===== config.mk =====
export PLATFORM = sky130hd
export DESIGN_NAME = md_pad_ports
export DESIGN_NICKNAME = d
export VERILOG_FILES = /design/src/rtl/md_pad_pkg.sv /design/src/rtl/md_pad_channel.sv /design/src/rtl/md_pad_ports.sv
export SDC_FILE = /design/constraint.sdc
export NUM_CORES = 1
export LEC_CHECK = 0
export CAP_MARGIN = 30
export CORE_AREA = 4 4 109 111
export CTS_BUF_LIST = sky130_fd_sc_hd__clkbuf_4 sky130_fd_sc_hd__clkbuf_8 sky130_fd_sc_hd__clkbuf_16
export CTS_CLUSTER_DIAMETER = 200
export DETAILED_ROUTE_END_ITERATION = 7
export DIE_AREA = 0 0 113 115
export GPL_TIMING_DRIVEN = 0
export PLACE_DENSITY = 0.67
export SLEW_MARGIN = 20
export SYNTH_ARGS = -nofsm -noshare
export SYNTH_HDL_FRONTEND = slang
export SYNTH_HIERARCHICAL = 1
export SYNTH_SLANG_ARGS = --single-unit

===== constraint.sdc =====
create_clock -name MCLK -period 4.5 [get_ports MCLK]
set_input_delay 0.9 -clock MCLK [delete_from_list [all_inputs] [get_ports MCLK]]
set_output_delay 0.9 -clock MCLK [all_outputs]
set_load 0.05 [all_outputs]

===== src/rtl/md_pad_pkg.sv =====
// Shared constants for the MD controller-port model: pin layout, button
// indices and the 6-button TH phase encoding.
package md_pad_pkg;

   // Pin layout of one FC1004 port: bit 6 = TH, bits 5..0 = D5..D0
   localparam int PAD_W  = 7;
   localparam int BTN_W  = 12;
   localparam int TH_BIT = 6;

   // Button positions inside one port's 12-bit button vector (active-high)
   localparam int BTN_UP    = 0;
   localparam int BTN_DOWN  = 1;
   localparam int BTN_LEFT  = 2;
   localparam int BTN_RIGHT = 3;
   localparam int BTN_A     = 4;
   localparam int BTN_B     = 5;
   localparam int BTN_C     = 6;
   localparam int BTN_START = 7;
   localparam int BTN_X     = 8;
   localparam int BTN_Y     = 9;
   localparam int BTN_Z     = 10;
   localparam int BTN_MODE  = 11;

   // TH phase counter values. PH_EXT is the phase in which the pad exposes
   // the extra buttons; PH_EXT_LO is the phase after it, whose TH-low half
   // reads all ones as the 6-button identification pattern.
   typedef logic [2:0] phase_t;

   localparam phase_t PH_IDLE   = 3'd0;
   localparam phase_t PH_ONE    = 3'd1;
   localparam phase_t PH_TWO    = 3'd2;
   localparam phase_t PH_EXT    = 3'd3;
   localparam phase_t PH_EXT_LO = 3'd4;

   // Value returned on every pin of a port that is held in reset or not fitted
   localparam logic [PAD_W-1:0] PINS_IDLE = 7'h7f;

endpackage


===== src/rtl/md_pad_channel.sv =====
// One controller port: TH edge detector, 6-button phase counter with its
// inactivity timeout, pad data multiplexer and the registered pin resolver.
module md_pad_channel
   import md_pad_pkg::*;
#(
   parameter int TIMEOUT_CYCLES = 80000
) (
   input  logic             clk,
   input  logic             rst,
   input  logic [PAD_W-1:0] drive,
   input  logic [PAD_W-1:0] dir,
   input  logic [BTN_W-1:0] btn,
   input  logic             mode6,
   output logic [PAD_W-1:0] pins
);

   // Counter wide enough to hold TIMEOUT_CYCLES-1, where it saturates
   localparam int IDLE_W = (TIMEOUT_CYCLES > 2) ? $clog2(TIMEOUT_CYCLES) : 1;
   localparam logic [IDLE_W-1:0] IDLE_MAX = IDLE_W'(TIMEOUT_CYCLES - 1);

   logic              th_q;
   phase_t            f;
   logic [IDLE_W-1:0] idle;
   logic [PAD_W-1:0]  pins_p1;

   logic              th_eff;
   logic              th_edge;
   logic              th_fall;
   logic              timeout;
   logic [IDLE_W-1:0] idle_nxt;
   phase_t            f_nxt;
   logic [5:0]        pad;
   logic [PAD_W-1:0]  pins_nxt;

   // Idle count that stops at the timeout value instead of wrapping
   function automatic logic [IDLE_W-1:0] idle_sat_inc(input logic [IDLE_W-1:0] v);
      logic [IDLE_W-1:0] r;
      if (v == IDLE_MAX) r = v;
      else               r = v + 1'b1;
      return r;
   endfunction

   // Phase advance on a TH falling edge; the 6-button pad wraps to phase 1
   // after its identification phase, never back to idle
   function automatic phase_t phase_adv(input phase_t ph);
      phase_t r;
      if (ph >= PH_EXT_LO) r = PH_ONE;
      else                 r = ph + 3'd1;
      return r;
   endfunction

   // Active-low D5..D0 presented by the pad for a given TH level and phase
   function automatic logic [5:0] pad_row(input logic th, input phase_t ph,
                                          input logic [BTN_W-1:0] b);
      logic [5:0] row;
      if (th) begin
         if (ph == PH_EXT)
            row = ~{b[BTN_C], b[BTN_B], b[BTN_MODE], b[BTN_X], b[BTN_Y], b[BTN_Z]};
         else
            row = ~{b[BTN_C], b[BTN_B], b[BTN_RIGHT], b[BTN_LEFT], b[BTN_DOWN], b[BTN_UP]};
      end else begin
         case (ph)
            PH_EXT:    row = {~b[BTN_START], ~b[BTN_A], 4'b0000};
            PH_EXT_LO: row = {~b[BTN_START], ~b[BTN_A], 4'b1111};
            default:   row = {~b[BTN_START], ~b[BTN_A], 2'b00, ~b[BTN_DOWN], ~b[BTN_UP]};
         endcase
      end
      return row;
   endfunction

   // Next-state for TH tracking, idle timer and phase, plus the pin value
   // built from the phase this edge will produce so data and phase never skew
   always_comb begin
      th_eff   = dir[TH_BIT] ? 1'b1 : drive[TH_BIT];
      th_edge  = th_q ^ th_eff;
      th_fall  = th_q & ~th_eff;
      idle_nxt = th_edge ? '0 : idle_sat_inc(idle);
      // An edge on the cycle the counter reaches its limit wins over the timeout
      timeout  = !th_edge && (idle_nxt == IDLE_MAX);

      f_nxt = f;
      if (!mode6)       f_nxt = PH_IDLE;
      else if (th_fall) f_nxt = phase_adv(f);
      else if (timeout) f_nxt = PH_IDLE;

      pad = pad_row(th_eff, f_nxt, btn);

      // Chip-driven pins read back the chip's own value; tri-stated ones see the pad
      pins_nxt         = '0;
      pins_nxt[TH_BIT] = th_eff;
      pins_nxt[5:0]    = (dir[5:0] & pad) | (~dir[5:0] & drive[5:0]);
   end

   // --- stage p1: registered phase state and resolved pins ---
   always_ff @(posedge clk) begin
      if (rst) begin
         th_q    <= 1'b1;
         f       <= PH_IDLE;
         idle    <= '0;
         pins_p1 <= PINS_IDLE;
      end else begin
         th_q    <= th_eff;
         f       <= f_nxt;
         idle    <= idle_nxt;
         pins_p1 <= pins_nxt;
      end
   end

   assign pins = pins_p1;

endmodule


===== src/rtl/md_pad_ports.sv =====
// Controller-port block on the FC1004 PA/PB/PC pins. One independent pad
// channel per fitted port; the board ties any unfitted port to 7'h7f.
// NUM_PORTS must be 1..3 and TIMEOUT_CYCLES at least 2.
module md_pad_ports
   import md_pad_pkg::*;
#(
   parameter int NUM_PORTS      = 3,
   parameter int TIMEOUT_CYCLES = 80000
) (
   input  logic                       MCLK,
   input  logic                       ext_reset,
   input  logic [PAD_W*NUM_PORTS-1:0] port_o,
   input  logic [PAD_W*NUM_PORTS-1:0] port_d,
   input  logic [BTN_W*NUM_PORTS-1:0] btn,
   input  logic [NUM_PORTS-1:0]       mode6,
   output logic [PAD_W*NUM_PORTS-1:0] port_i
);

   // Slice the flat board vectors into one channel per port (0 = PA, 1 = PB, 2 = PC)
   for (genvar p = 0; p < NUM_PORTS; p++) begin : g_port
      md_pad_channel #(
         .TIMEOUT_CYCLES (TIMEOUT_CYCLES)
      ) u_channel (
         .clk   (MCLK),
         .rst   (ext_reset),
         .drive (port_o[p*PAD_W +: PAD_W]),
         .dir   (port_d[p*PAD_W +: PAD_W]),
         .btn   (btn[p*BTN_W +: BTN_W]),
         .mode6 (mode6[p]),
         .pins  (port_i[p*PAD_W +: PAD_W])
      );
   end

endmodule


# After elaboration in Yosys (flattened, before gate mapping)
# Cells that the tools add are included.
[totals] inputBits=83 register_bits=84 out_inout_bits=21
[op_classes] order_cmp=3 n_eq_ne=12 muxes=30 addsub=6 n_reduce_logical=6 bitwise=39
[ops] operator="$eq A17 B17 Y1 const B" count=6
[ops] operator="$mux W17" count=6
[ops] operator="$not A6 Y6" count=9
[ops] operator="$add A17 B1 Y17 const B" count=3
[ops] operator="$and A6 B6 Y6" count=6
[ops] operator="$mux W3" count=12
[ops] operator="$mux W6" count=6
[ops] operator="$pmux W4 S2" count=3
[ops] operator="$or A6 B6 Y6" count=3
[ops] operator="$not A1 Y1" count=15
[ops] operator="$add A3 B1 Y3 const B" count=3
[ops] operator="$eq A3 B2 Y1 const B" count=3
[ops] operator="$eq A3 B3 Y1 const B" count=3
[ops] operator="$ge A3 B3 Y1 const B" count=3
[ops] operator="$and A1 B1 Y1" count=3
[ops] operator="$logic_and A1 B1 Y1" count=3
[ops] operator="$logic_not A1 Y1" count=3
[ops] operator="$mux W1" count=3
[ops] operator="$xor A1 B1 Y1" count=3

# Longest topological paths before layout
# Gate-level depths: netlist of the first run.
[logic_depth] depth_word=13 depth_mapped=11 mapped_depth_nobuf=10

# Hierarchy
# The synthesis of the first run kept the hierarchy.
[by_module_without_submodules] mod="md_pad_channel (g_port[1].u_channel ...)" area_each_um2=1606.5 seq_area_each_um2=540.5 instances=2 cells_each=190
[by_module_without_submodules] mod="md_pad_channel (g_port[0].u_channel)" area_each_um2=1622.8 seq_area_each_um2=540.5 instances=1 cells_each=195

# Worst setup path after synthesis of the first run
# OpenSTA, ideal clock, no wires.
[synth_timing] path_type="input to register" startpoint="input port port_d[13]" endpoint="register g_port[1].u_channel.pins_p1[0]" required_time_ns=4.419 setup_ns=0.081 path_slack_ns=1.086 t_arrival_ns=3.333 path_stages=10 path_cell_list="nor2_1 clkbuf_1 ha_1 o311a_1 or4b_1 a2111oi_4 a21oi_2 a41o_4 or2_0 a41oi_1"
[synth_via] elab_chain_cells=13 elab_cells_between_ends=18 cone_classes="eq/ne: 3; mux: 8; bitwise: 5; reduce/logical: 2"
[synth_rtl] element="start: declaration" line_no="md_pad_ports.sv:13" source="input logic [PAD_W*NUM_PORTS-1:0] port_d,"
[synth_rtl] element="$mux W1 *" line_no="md_pad_channel.sv:74" source="th_eff = dir[TH_BIT] ? 1'b1 : drive[TH_BIT];"
[synth_rtl] element="$xor A1 B1 Y1" line_no="md_pad_channel.sv:75" source="th_edge = th_q ^ th_eff;"
[synth_rtl] element="$mux W17" line_no="md_pad_channel.sv:77" source="idle_nxt = th_edge ? '0 : idle_sat_inc(idle);"
[synth_rtl] element="$eq A17 B17 Y1" line_no="md_pad_channel.sv:79" source="timeout = !th_edge && (idle_nxt == IDLE_MAX);"
[synth_rtl] element="$logic_and A1 B1 Y1" line_no="md_pad_channel.sv:79"
[synth_rtl] element="$mux W3" line_no="md_pad_channel.sv:84" source="else if (timeout) f_nxt = PH_IDLE;"
[synth_rtl] element="$mux W3" line_no="md_pad_channel.sv:83" source="else if (th_fall) f_nxt = phase_adv(f);"
[synth_rtl] element="$mux W3" line_no="md_pad_channel.sv:82" source="if (!mode6) f_nxt = PH_IDLE;"
[synth_rtl] element="$eq A3 B3 Y1 / $eq A3 B2 Y1 (equally long branches)" line_no="md_pad_channel.sv:62, md_pad_channel.sv:57"
[synth_rtl] element="$pmux W4 S2 / $mux W6 (equally long branches)" line_no="md_pad_channel.sv:62, md_pad_channel.sv:57"
[synth_rtl] element="$mux W6 *" line_no="md_pad_channel.sv:56" source="if (th) begin"
[synth_rtl] element="$and A6 B6 Y6 *" line_no="md_pad_channel.sv:91" source="pins_nxt[5:0] = (dir[5:0] & pad) | (~dir[5:0] & drive[5:0]);"
[synth_rtl] element="$or A6 B6 Y6 *" line_no="md_pad_channel.sv:91"
[synth_rtl] element="end signal: assignment" line_no="md_pad_channel.sv:105" source="pins_p1 <= pins_nxt;"
[synth_rtl] element="end: declaration" line_no="md_pad_channel.sv:24" source="logic [PAD_W-1:0] pins_p1;"
# Mark *: on every way between the ends. The rest lies on a longest branch, timed or not.
# A chain may end at the register's enable or synchronous reset.

# Worst setup path after layout of the first run
[layout_timing] startpoint="input port port_d[20]" endpoint="register g_port[2].u_channel.pins_p1[1]"
[layout_via] elab_chain_cells=13 elab_cells_between_ends=18 cone_classes="eq/ne: 3; mux: 8; bitwise: 5; reduce/logical: 2"
[layout_rtl] element="$mux W1 *" line_no="md_pad_channel.sv:74"
[layout_rtl] element="$xor A1 B1 Y1" line_no="md_pad_channel.sv:75"
[layout_rtl] element="$mux W17" line_no="md_pad_channel.sv:77"
[layout_rtl] element="$eq A17 B17 Y1" line_no="md_pad_channel.sv:79"
[layout_rtl] element="$logic_and A1 B1 Y1" line_no="md_pad_channel.sv:79"
[layout_rtl] element="$mux W3" line_no="md_pad_channel.sv:84"
[layout_rtl] element="$mux W3" line_no="md_pad_channel.sv:83"
[layout_rtl] element="$mux W3" line_no="md_pad_channel.sv:82"
[layout_rtl] element="$eq A3 B3 Y1 / $eq A3 B2 Y1 (equally long branches)" line_no="md_pad_channel.sv:62, md_pad_channel.sv:57"
[layout_rtl] element="$pmux W4 S2 / $mux W6 (equally long branches)" line_no="md_pad_channel.sv:62, md_pad_channel.sv:57"
[layout_rtl] element="$mux W6 *" line_no="md_pad_channel.sv:56"
[layout_rtl] element="$and A6 B6 Y6 *" line_no="md_pad_channel.sv:91"
[layout_rtl] element="$or A6 B6 Y6 *" line_no="md_pad_channel.sv:91"
[layout_rtl] element="end signal: assignment" line_no="md_pad_channel.sv:105"
[layout_rtl] element="end: declaration" line_no="md_pad_channel.sv:24"
# Marked as above.

==> results of run 1 <==
[tightest hold or removal path, delay by kind of cell (launching register included)]
| family | cells | cell delay, ns |
|---|---|---|
| AOI/OAI and AO/OA | 1 | 0.06 |
| DFF | 1 | 0.37 |
| and+or+nand+nor | 1 | 0.08 |
[path summary, 6_finish.rpt]
| kind | from | cells past startpoint | end |
|---|---|---|---|
| setup / recovery | port_d[20] | 11 | g_port[2].u_channel/pins[1] |
| hold reg to reg | g_port[2].u_channel/f[0] | 2 | g_port[2].u_channel/f[0] |
| setup reg to reg | g_port[0].u_channel/idle[1] | 8 | g_port[0].u_channel/pins[2] |
| hold / removal | g_port[2].u_channel/f[0] | 2 | g_port[2].u_channel/f[0] |
[cell type report]
class / instances / area share
well taps: 140 / 0.02807
flip-flops and latches: 81 / 0.2598
repair buffers: 103 / 0.1652
clock buffers: 12 / 0.02546
multi-input cells: 448 / 0.4779
clock inverters: 3 / 0.006415
plain buffers: 33 / 0.02927
inverters: 13 / 0.007819
[flip-flops by register name, indices dropped and copies added, names as in the netlist]
signal / cells
g_port.u_channel/idle: 51
g_port.u_channel/pins: 18
g_port.u_channel/f: 9
g_port.u_channel/th_q: 3
[cell usage after synthesis, types with 16 or more instances]
master,instances
dfxtp_1,81
nor2_1,74
nand2_1,37
nor3_1,28
nand3_1,26
nand4_1,23
xnor2_1,23
a31oi_1,20
a21oi_1,17
nor2b_1,16
o21ai_0,16
[report_power, final]
| group | internal, mW | switching, mW |
|---|---|---|
| clock | 0.288 | 0.256 |
| sequential | 0.736 | 0.0115 |
| combinational | 0.124 | 0.127 |
| total | 1.15 | 0.395 |
[cells by family after synthesis]
group / synth area share
xor+xnor: 0.06520
flops: 0.3353
simple gates: 0.3291
mux: 0.01863
compound gates: 0.1728
fa+ha+maj: 0.03105
buf+inv: 0.04787
[layer usage]
| layer | vias to the layer above | GRT usage |
|---|---|---|
| li1 | 2345 | - |
| met1 | 2120 | 0.2300 |
| met2 | 136 | 0.3314 |
| met3 | 6 | 0.06842 |
| met4 | 0 | 0.05128 |
| met5 | - | 0 |
[per-stage QoR]
| step | utilization | hold WS [ns] | worst slack, ns | cell area, µm² |
|---|---|---|---|---|
| 3_5_place_dp | 0.5598 | 0.5394 | 0.2148 | 6042 |
| 3_3_place_gp | 0.5598 | 0.5217 | 0.2444 | 6042 |
| 2_1_floorplan | - | 0.4846 | 1.086 | 4836 |
| 6_report | 0.5783 | 0.5507 | 0.5506 | 6241 |
| 4_1_cts | 0.5783 | 0.5530 | 0.5940 | 6241 |
| 5_1_grt | 0.5783 | 0.5915 | 0.3505 | 6241 |
==> results.cfg, run 1 <==
[finish]
layout_common_cells = clkdlybuf4s50_1, dfxtp_1, nor2_1, nand2_1, nor3_1
regArea_um2 = 1622
final_cells = 833
syn2layout_area_growth_pct = 29.06
final_common_cell = clkdlybuf4s50_1
final.fill_count = 979
final_layout_size_suffix_gt1_frac = 0.09524
multi_input_area_um2 = 2983
diodes = 0
final_nets = 784

[sta]
drv_slew = 0
setup_tns_ns = 0
timing.final.crit_share = 0.8776
period_needed_ns = 3.949
clock.fmax_ghz = 0.2532
max_slew_margin = 0.4704
rsz0062_at_grt = no
setup_viol_count_final = 0
hold_viol_final = 0
tightest_slew_ns = 0.7915
fin_skew_ns = 0.006148

[routing]
wl_met2_um = 6015
avgRoutedWirePerCell_um = 14.87
met1_length_um = 5402
drcViolationCount = 0
ant_nets = 0
met3_length_um = 861
first_iter_violations = 379
top_layer = met4
wl_um = 12390
first_pass_iters = 5
routed_via_density = 5.531
vias = 4607

[clocking]
ctsHtreeMaxLevel = 3
cts_resized = 0
postCtsHoldBufs = 0
clk_root_buffer_cell = clkbuf_8
cts_tree = built
clkLatencyLatePin_ns = 0.36
cts_setup_buffers = 0
clk_pin_slew_ns = 0.08
clock_path_buffers = 2
cts_made_buffers = 9
clock_sinks = 81

[synth]
yosysWarnings = 6
seq_area_frac_synth = 0.3353
synth_area_leaders = dfxtp_1, nor2_1, xnor2_1
synth_top_area_share = 0.3353
synth_seq_cells = 81
syn_nets = 670
post_synth_num_cell_types = 70
ys.flop_type = dfxtp_1
synth_async_sr_flop_share = 0
yosysTopAreaCell = dfxtp_1
avgSynthCellArea_um2 = 8.410
syn_area_um2 = 4836
syn_inst = 575
synth-edff-count = 0

[die]
fp.coreArea_um2 = 10790
die_h_um = 115
dieArea_um2 = 13000
fp-row-count = 38
initial_core_util = 0.4481
ioPinCount = 104
fp.dieW_um = 113

[job]
max-cap-violations = 0

[pwr]
p_total_mw = 1.543
power.leakage_nw = 2.115
vdd_ir_drop_max_mv = 0.2090
p_per_area_nw_per_um2 = 247.2

[global_route]
antenna_found_initial = 0
grt_start_max_net_pins = 13
first_global_vias = 4541
grt_pass1_wl_um = 20810
grt-ovfl-total = 0
track_usage = 0.1929

[critical_path]
crit_slowest_cell = or4b_1
crit_fanout = 10
criticalPathCategory = in -> reg
critical_path.cell_chain = clkdlybuf4s50_1 > nor2_1 > clkbuf_1 > ha_1 > o311a_1 > or4b_1 > a2111oi_4 > a21oi_2 > a41o_4 > or2_0 > a41oi_1
crit_path_end_kind = flip-flop
cp_slowest_stage_delay_ns = 0.54
path_buf_inv = 2
cp_top_family = compound AO/OA/AOI/OAI gates
start_kind = primary input
worstPathArrival_ns = 4.22
crit_required_ns = 4.77
ff2ff_setup_slack_ns = 1.19

[hold_path]
hold_path_class = reg -> reg

[place]
place_congestion = 0.8721
port_buffers = 103
place_hpwl_um = 9431
dp.cells = 818

[outcome]
status = finished clean
(Power assumes the default switching activity.)
==> run 2, diff against run 1 <==
--- a/config.mk
+++ b/config.mk
@@ -6,12 +6,13 @@
 export NUM_CORES = 1
 export LEC_CHECK = 0
 export CAP_MARGIN = 30
-export CORE_AREA = 4 4 109 111
+export CORE_AREA = 5 5 110 112
 export CTS_BUF_LIST = sky130_fd_sc_hd__clkbuf_4 sky130_fd_sc_hd__clkbuf_8 sky130_fd_sc_hd__clkbuf_16
 export CTS_CLUSTER_DIAMETER = 200
 export DETAILED_ROUTE_END_ITERATION = 7
-export DIE_AREA = 0 0 113 115
+export DIE_AREA = 0 0 115 117
 export GPL_TIMING_DRIVEN = 0
+export HOLD_SLACK_MARGIN = 0.03
 export PLACE_DENSITY = 0.67
 export SLEW_MARGIN = 20
 export SYNTH_ARGS = -nofsm -noshare
==> results.cfg, run 2 (same netlist as run 1, synthesis figures left out) <==
[routing]
ant_nets = 0
top_layer = met4
routed_via_density = 5.551
wl_um = 13050
met1_length_um = 5850
avgRoutedWirePerCell_um = 15.59
drcViolationCount = 0
first_pass_iters = 4
first_iter_violations = 299
wl_met2_um = 6496
met3_length_um = 517
vias = 4646

[critical_path]
start_kind = primary input
cp_top_family = compound AO/OA/AOI/OAI gates
crit_fanout = 10
crit_slowest_cell = or4b_1
path_buf_inv = 2
worstPathArrival_ns = 4.22
r2r_start = g_port[0].u_channel/idle[1]
crit_start = port_d[20]
ff2ff_path_depth = 8
critical_path.cell_chain = clkdlybuf4s50_1 > nor2_1 > clkbuf_1 > ha_1 > o311a_1 > or4b_1 > a2111oi_4 > a21oi_2 > a41o_4 > o31a_1 > a31oi_1
crit_required_ns = 4.76
r2r_end = g_port[0].u_channel/pins[1]
criticalPathCategory = in -> reg
crit_path_end_kind = flip-flop
ff2ff_setup_slack_ns = 1.03
cp_slowest_stage_delay_ns = 0.52

[finish]
final_layout_size_suffix_gt1_frac = 0.09654
largest_register_ffs = 51
multi_input_area_um2 = 2983
final.fill_count = 1017
regArea_um2 = 1622
syn2layout_area_growth_pct = 31.95
top_register = g_port.u_channel/idle
post-route-util = 0.5735
layout_common_cells = clkdlybuf4s50_1, dfxtp_1, nor2_1, nand2_1, nor3_1
post-route-cell-area_um2 = 6381
final_nets = 784
final_common_cell = clkdlybuf4s50_1
diodes = 0

[clocking]
clk_pin_slew_ns = 0.06
clk_root_buffer_cell = clkbuf_16
postCtsHoldBufs = 0
clock_path_buffers = 2
ctsHtreeMaxLevel = 3
cts_made_buffers = 9
clock_sinks = 81
cts_resized = 0
clkLatencyLatePin_ns = 0.34
cts_setup_buffers = 0
cts_tree = built

[global_route]
antenna_found_initial = 0
track_usage = 0.1959
grt-ovfl-total = 0
grt_start_max_net_pins = 14
first_global_vias = 4531
grt_pass1_wl_um = 21440

[place]
place_congestion = 0.8774
place_area_um2 = 6046
port_buffers = 103
place_hpwl_um = 9944

[die]
ioPinCount = 104
fp-row-count = 39
initial_core_util = 0.4347
die_h_um = 117
fp.coreArea_um2 = 11130
fp.dieW_um = 115
dieArea_um2 = 13460

[job]
max-cap-violations = 0

[hold_path]
hold_path_class = reg -> reg
holdPathStages = 2
hold_start = g_port[2].u_channel/f[0]
holdPathEnd = g_port[2].u_channel/f[0]

[pwr]
vdd_ir_drop_max_mv = 0.2393
p_per_area_nw_per_um2 = 285.2
power.leakage_nw = 2.168
p_total_mw = 1.820

[sta]
tightest_slew_ns = 0.9076
max_slew_margin = 0.3927
rsz0062_at_grt = no
drv_slew = 0
clock.fmax_ghz = 0.2526
period_needed_ns = 3.958
hold_viol_final = 0
fin_skew_ns = 0.01149
setup_viol_count_final = 0
whs_ns = 0.5364
setup_tns_ns = 0
timing.final.crit_share = 0.8797

[outcome]
status = finished clean
run 2: cell types whose count changed in the layout (fill, tap and decap cells not counted), sizes merged:
cell	before	now
clkinv	2	0
bufinv	1	2
clkinvlp	0	2
run 2: how the worst max path moves through the flow:
stage / end / slack [ns] / cells past startpoint
final: g_port[2].u_channel/pins[2] / 0.54 / 11
after global routing: g_port[2].u_channel/pins[0] / 0.31 / 11
after CTS: g_port[2].u_channel/pins[0] / 0.53 / 11
after detailed placement: g_port[1].u_channel/pins[0] / 0.20 / 11
after global placement: g_port[1].u_channel/pins[0] / 0.23 / 11
after floorplan: g_port[1].u_channel/pins[0] / 1.09 / 10
run 2: power breakdown:
part,leakage (nW),internal (mW),total (mW),switching (mW)
registers,0.660,0.737,0.749,0.0118
logic,1.35,0.124,0.254,0.130
clock network,0.158,0.522,0.818,0.295
run 2: worst min-delay path, delay by kind of cell (launching register included):
family | cells | cell delay (ns)
AND/OR/NAND/NOR | 1 | 0.08
flip-flops | 1 | 0.36
AO/OA/AOI/OAI | 1 | 0.05
run 2: through the flow:
step / worst slack, ns / std cells
final: 0.5416 / 837
after floorplan: 1.086 / 575
after CTS: 0.5327 / 837
after global placement: 0.2269 / 821
after global routing: 0.3068 / 837
after detailed placement: 0.2024 / 821
run 2: layout make-up:
cell class                      count  share of cell area
Buffer                             33             0.02863
Clock buffer                       12             0.04078
Clock inverter                      4             0.01176
Inverter                           13            0.007647
Multi-Input combinational cell    448              0.4675
Sequential cell                    81              0.2541
Tap cell                          143             0.02804
Timing Repair Buffer              103              0.1616
run 2: routing by layer:
metal / track usage / up-vias
li1: - / 2336
met1: 0.2559 / 2200
met2: 0.3287 / 92
met3: 0.04216 / 18
met4: 0.05399 / 0
met5: 0 / -
